File: src/rtl/core_sequencer.sv
// Multi-cycle FETCH/DECODE/EXEC/MEM/WB sequencer for the RV32I datapath.
// Issues one-cycle datapath enables and qualifies controlunit outputs against the shared memory port.
module core_sequencer #(
   parameter int TIMEOUT = 16,
   parameter int CNT_W   = 32
) (
   input  logic             clk,
   input  logic             rst,
   input  logic             run,
   input  logic [4:0]       opcode,
   input  logic             trap,
   input  logic             cu_reg_wen,
   input  logic             cu_mem_rw,
   input  logic             mem_ready,
   output logic             mem_req,
   output logic             mem_we,
   output logic             ir_wen,
   output logic             pc_wen,
   output logic             reg_wen,
   output logic [2:0]       state,
   output logic             halted,
   output logic [1:0]       fault,
   output logic [CNT_W-1:0] instret
);

   typedef enum logic [2:0] {
      IDLE   = 3'd0,
      FETCH  = 3'd1,
      DECODE = 3'd2,
      EXEC   = 3'd3,
      MEM    = 3'd4,
      WB     = 3'd5,
      HALT   = 3'd6
   } state_t;

   localparam logic [4:0] OP_LOAD  = 5'b00000;
   localparam logic [4:0] OP_STORE = 5'b01000;

   localparam logic [1:0] FLT_NONE  = 2'b00;
   localparam logic [1:0] FLT_TRAP  = 2'b01;
   localparam logic [1:0] FLT_FETCH = 2'b10;
   localparam logic [1:0] FLT_DATA  = 2'b11;

   // The counter only ever needs to reach TIMEOUT-1: that cycle decides ack vs. fault.
   localparam int WAIT_W = (TIMEOUT > 1) ? $clog2(TIMEOUT) : 1;
   localparam logic [WAIT_W-1:0] WAIT_LAST = WAIT_W'((TIMEOUT > 0) ? TIMEOUT - 1 : 0);
   localparam bit TIMEOUT_EN = (TIMEOUT > 0);

   state_t            cur;
   logic [WAIT_W-1:0] wait_cnt;
   logic              is_mem_op;
   logic              is_store;
   logic              wait_expired;

   assign is_mem_op    = (opcode == OP_LOAD) || (opcode == OP_STORE);
   assign is_store     = (opcode == OP_STORE);
   assign wait_expired = TIMEOUT_EN && (wait_cnt == WAIT_LAST) && !mem_ready;

   assign state  = cur;
   assign halted = (cur == HALT);

   // Strobes are decoded from the current state so they rise and fall with it, one cycle each.
   always_comb begin
      mem_req = 1'b0;
      mem_we  = 1'b0;
      ir_wen  = 1'b0;
      pc_wen  = 1'b0;
      reg_wen = 1'b0;
      case (cur)
         FETCH: begin
            mem_req = 1'b1;
            ir_wen  = mem_ready;
         end
         MEM: begin
            mem_req = 1'b1;
            mem_we  = cu_mem_rw;
            pc_wen  = mem_ready && is_store;
         end
         WB: begin
            pc_wen  = 1'b1;
            reg_wen = cu_reg_wen;
         end
         default: ;
      endcase
   end

   always_ff @(posedge clk) begin
      if (rst) begin
         cur      <= IDLE;
         fault    <= FLT_NONE;
         instret  <= '0;
         wait_cnt <= '0;
      end else begin
         wait_cnt <= '0;
         case (cur)
            IDLE: begin
               if (run) cur <= FETCH;
            end
            FETCH: begin
               if (mem_ready) begin
                  cur <= DECODE;
               end else if (wait_expired) begin
                  cur   <= HALT;
                  fault <= FLT_FETCH;
               end else if (TIMEOUT_EN) begin
                  wait_cnt <= wait_cnt + 1'b1;
               end
            end
            DECODE: begin
               if (trap) begin
                  cur   <= HALT;
                  fault <= FLT_TRAP;
               end else begin
                  cur <= EXEC;
               end
            end
            EXEC: begin
               cur <= is_mem_op ? MEM : WB;
            end
            MEM: begin
               if (mem_ready) begin
                  if (is_store) begin
                     // Stores retire straight out of MEM; there is nothing to write back.
                     instret <= instret + 1'b1;
                     cur     <= run ? FETCH : IDLE;
                  end else begin
                     cur <= WB;
                  end
               end else if (wait_expired) begin
                  cur   <= HALT;
                  fault <= FLT_DATA;
               end else if (TIMEOUT_EN) begin
                  wait_cnt <= wait_cnt + 1'b1;
               end
            end
            WB: begin
               instret <= instret + 1'b1;
               cur     <= run ? FETCH : IDLE;
            end
            HALT: ;
            default: cur <= IDLE;
         endcase
      end
   end

endmodule

File: config.mk
export PLATFORM = sky130hd
export DESIGN_NAME = core_sequencer
export DESIGN_NICKNAME = d
export VERILOG_FILES = /design/src/rtl/core_sequencer.sv
export SDC_FILE = /design/constraint.sdc
export NUM_CORES = 1
export LEC_CHECK = 0
export CORE_ASPECT_RATIO = 0.9
export CORE_UTILIZATION = 40
export DETAILED_ROUTE_END_ITERATION = 16
export PLACE_DENSITY = 0.64
export SLEW_MARGIN = 10
export SYNTH_ARGS = -nofsm -noshare
export SYNTH_HDL_FRONTEND = slang
export SYNTH_SLANG_ARGS = --single-unit
File: constraint.sdc
create_clock -name clk -period 5.5 [get_ports clk]
set_input_delay 0.825 -clock clk [delete_from_list [all_inputs] [get_ports clk]]
set_output_delay 0.825 -clock clk [all_outputs]
set_load 0.005 [all_outputs]
## Word level (Yosys, flattened, before mapping)

Index checks and enable logic that the tools add are counted.

- $add $sub $neg: 2
- Equality and inequality tests: 16
- Multiplexer cells: 23
- Bitwise operators: 2
- Reduce and logical (&&, ||, !) cells: 13

Operators with widths:

| kind | count |
|---|---|
| $mux W32 | 2 |
| $pmux W32 S2 | 1 |
| $add A32 B1 Y32 const B | 1 |
| $pmux W3 S7 | 1 |
| $mux W3 | 6 |
| $ne A2 B2 Y1 const B | 8 |
| $mux W2 | 5 |
| $eq A3 B3 Y1 const B | 3 |
| $eq A3 B2 Y1 const B | 2 |
| $mux W1 | 6 |
| $pmux W2 S3 | 1 |
| $reduce_and A6 Y1 | 1 |
| $eq A5 B4 Y1 const B | 1 |
| $logic_not A5 Y1 | 1 |
| $add A4 B1 Y4 const B | 1 |
| $eq A4 B4 Y1 const B | 1 |
| $reduce_or A4 Y1 | 1 |
| $eq A3 B1 Y1 const B | 1 |
| $logic_not A3 Y1 | 1 |
| $reduce_and A3 Y1 | 1 |
| $reduce_bool A3 Y1 | 1 |
| $logic_and A1 B1 Y1 | 2 |
| $not A1 Y1 | 2 |
| $pmux W1 S2 | 1 |
| other kinds (5) | 5 |

- Register bits after elaboration: 41
- Input port bits: 12
- Output and inout port bits: 43
- Logic and storage cells: 60

## Longest topological paths before layout

- Word-level depth: 5
- Mapped depth: 7
- Depth with buffers taken out: 6

## Worst setup path before layout

Ideal clock, no wire load.

- Path kind: input to output
- From: in opcode[4]
- To: out pc_wen
- Arrival time: 1.560 ns
- Required time: 4.675 ns
- Path slack: 3.115 ns
- Cell stages on the path: 3
- Path buffers: 0
- Path through: nor4_4 -> a31oi_2 -> inv_2

- Word-level cells in the longest chain between the ends: 3

Ends and longest elaborated chain:

| item | RTL line | source |
|---|---|---|
| start, declared | 10 | `input logic [4:0] opcode,` |
| $eq A5 B4 Y1 | 56 | `assign is_store = (opcode == OP_STORE);` |
| $logic_and A1 B1 Y1 | 77 | `pc_wen = mem_ready && is_store;` |
| $pmux W1 S2 | 69 | `case (cur)` |
| end, declared | 18 | `output logic pc_wen,` |

Every way passes these cells.

## Final worst setup path

- From: in mem_ready
- To: out pc_wen

- Word-level cells in the longest chain between the ends: 2

Ends and longest elaborated chain:

| item | RTL line | source |
|---|---|---|
| start, declared | 14 | `input logic mem_ready,` |
| $logic_and A1 B1 Y1 | 77 |  |
| $pmux W1 S2 | 69 |  |

Every way passes these cells.

==> out/summary.txt <==
Status - completed
Final Util - 57.0%
Area of the die - 5580 um2
Post-DP Area - 2710 um2
Crit path max-delay family - buffers and inverters
VDD IR max - 0.000137 V
Fin Setup TNS - 0 ns
# rows - 24
Hold Crit Class - register to register
Post-CTS sizing - 0
Max incr delay on CP - 0.51 ns
Clock Root Buffer - clkbuf_8
Die Y - 71.0 um
Synth area leader - dfxtp_1
Maximum clock rate - 278 MHz
Final Hold Vio Count - 0
Fill count - 476
Post-CTS setup buffer count - 0
Worst Setup End Kind - primary output
Synth-to-layout area growth - 33.6%
Worst clock skew - 0.0106 ns
CTS sink cnt - 41
Max_slew headroom - 59.1%
Period utilisation layout - 65.5%
Slowest CP cell - clkdlybuf4s50_1
CP arrival - 2.77 ns
Vias in the first global route - 1800
Routed len/inst - 14.0 um
Routability-driven placement congestion ratio - 0.790
CP bufs+invs - 3
CORE AREA - 4950 um2
Synth unique cells - 47
Leakage - 0.926 nW
Slew Limit Fails - 0
Req. time, crit path - 4.68 ns
Number of H-tree levels - 2
Register area - 821 um2
Layout net count - 323
Synth top area share - 38.8%
Tmin final - 3.60 ns
Later-pin clock latency in the skew report - 0.29 ns
Mapped Cells - 256
Ys flop type - dfxtp_1
HPWL after DPL - 3810 um
Vias/cell - 5.33
Pre-CTS setup slack - 1.91 ns
TritonCTS buffer count - 5
Die width - 78.6 um
Synth Cell Area - 2110 um2
Most frequent CP cell - clkdlybuf4s50_1
Kind of critical path - primary input to primary output
Ranking of synthesized cells by area - dfxtp_1 (39%), xnor2_1 (7.9%), nor2_1 (7.6%), nand4_1 (3.6%), a21oi_1 (2.8%)
Antenna violations before repair - 0
RSZ-0062 raised after global routing - no
Largest net degree at the start of global routing - 34
Worst Tran Pin Value - 0.606 ns
# DRC - 0
Synth async-reset ratio - 0%
Crit path cell chain - clkdlybuf4s50_1, and4bb_1, a31oi_2, inv_2, clkdlybuf4s50_1
Post-route setup slack - 1.90 ns
First-pass GRT wire length - 8780 um
CTS tree - done
Hold buffer count at CTS - 0
TritonRoute pass-1 iters - 5
Initial DRC count - 113
Ports - 55
Post-synth EDFFs - 0
Finished layout cell area - 2830 um2
GR Util All Layers - 20.0%
Synthesized net count - 270
Clk buf depth - 2
Initial Util - 42.7%
Crit-path max FO - 8
Worst-path clk slew - 0.08 ns
#FFs+latches synth - 41
Mapped Avg Cell Area - 8.26 um2
Multi-input logic area - 1220 um2
Antenna diode count - 0
Yosys warns - 0
Max-Cap Viols - 0
Layout cell share with drive strength beyond 1 - 5.81%
Seq/Total Area, Yosys - 38.8%
Final setup viols - 0
PortBufs - 54
Startpoint type of the worst setup path - primary input
Overflow after GRT - 0
Pwr dens - 217 nW/um2
Via count - 2000
Drt total wl - 5250 um
Antenna viol nets, final - 0
-- final timing paths --
kind,start,to,slack (ns),cells past startpoint
worst max-delay path,mem_ready,pc_wen,1.90,5
worst min-delay path,wait_cnt[0]$_SDFF_PP0_,wait_cnt[0]$_SDFF_PP0_,0.45,1
worst max register to register,state[2]$_SDFFE_PP0P_,instret[31]$_SDFFE_PP0P_,3.11,5
worst min register to register,wait_cnt[0]$_SDFF_PP0_,wait_cnt[0]$_SDFF_PP0_,0.45,1
-- routing by layer --
metal / vias up / routed length [um] / track usage [%]
li1: 1025 / - / -
met1: 910 / 2590 / 28.3
met2: 60 / 2220 / 31.0
met3: 5 / 403 / 4.13
met4: 0 / 29 / 4.94
met5: - / 0 / 0
-- sequential cells by signal, indices dropped and copies added (netlist names) --
name      flops
fault         2
wait_cnt      4
state         3
instret      32
-- power breakdown --
| part | switching, W | internal (W) |
|---|---|---|
| logic | 0.0000212 | 0.0000287 |
| clock network | 0.000105 | 0.000148 |
| registers | 0.0000107 | 0.000301 |
-- through the flow --
| stage | power (W) | hold slack [ns] | instances |
|---|---|---|---|
| global placement | 0.000369 | 0.434 | 367 |
| CTS | 0.000622 | 0.458 | 375 |
| global route | 0.000639 | 0.486 | 375 |
| detailed placement | 0.000369 | 0.444 | 367 |
| finish | 0.000614 | 0.454 | 375 |
| floorplan | 0.000341 | 0.418 | 256 |
-- cells in the final DEF (no fill, tap or decap), types with 8 or more instances in the layout --
master	instances
inv_1	8
nand3_1	12
xnor2_1	19
dfxtp_1	41
nand4_1	12
nor3_1	12
clkdlybuf4s50_1	54
nor2_1	43
a21oi_1	12
nand2_1	12
o21ai_0	11
-- cells in the mapped netlist (all sizes together) (6+ instances only) --
library cell	count
inv	9
xnor2	19
nand4	12
dfxtp	41
nand3	12
clkbuf	8
and3	6
nor4	6
nand2	13
nor2	43
nor3	12
a21oi	12
o21ai	11
-- worst reg2reg max path: cells and delay by family (launching register included) --
family,cells,cell delay (ns)
compound gates,1,0.24
flops,1,0.67
simple gates,3,1.09
mux,1,0.29
-- cell families (layout without fill, tap and decap cells) --
kind of cell	Yosys count	in the layout	share of synthesized area (%)
DFF	41	41	38.8
AOI/OAI and AO/OA	38	38	11.6
and+or+nand+nor	130	130	33.7
xor gates and xnor gates	24	24	9.94
buffers and inverters	18	72	3.25
muxes	3	3	1.54
adders and majority gates	2	2	1.18
-- area by class of cell --
| type | instances | area share (%) |
|---|---|---|
| clock buffer | 7 | 3.06 |
| clock inverter | 1 | 1.06 |
| inverter | 9 | 1.20 |
| multi-input combinational | 197 | 43.4 |
| sequential | 41 | 29.1 |
| tap | 65 | 2.88 |
| timing repair buffer | 55 | 19.4 |
(Power assumes the default switching activity.)
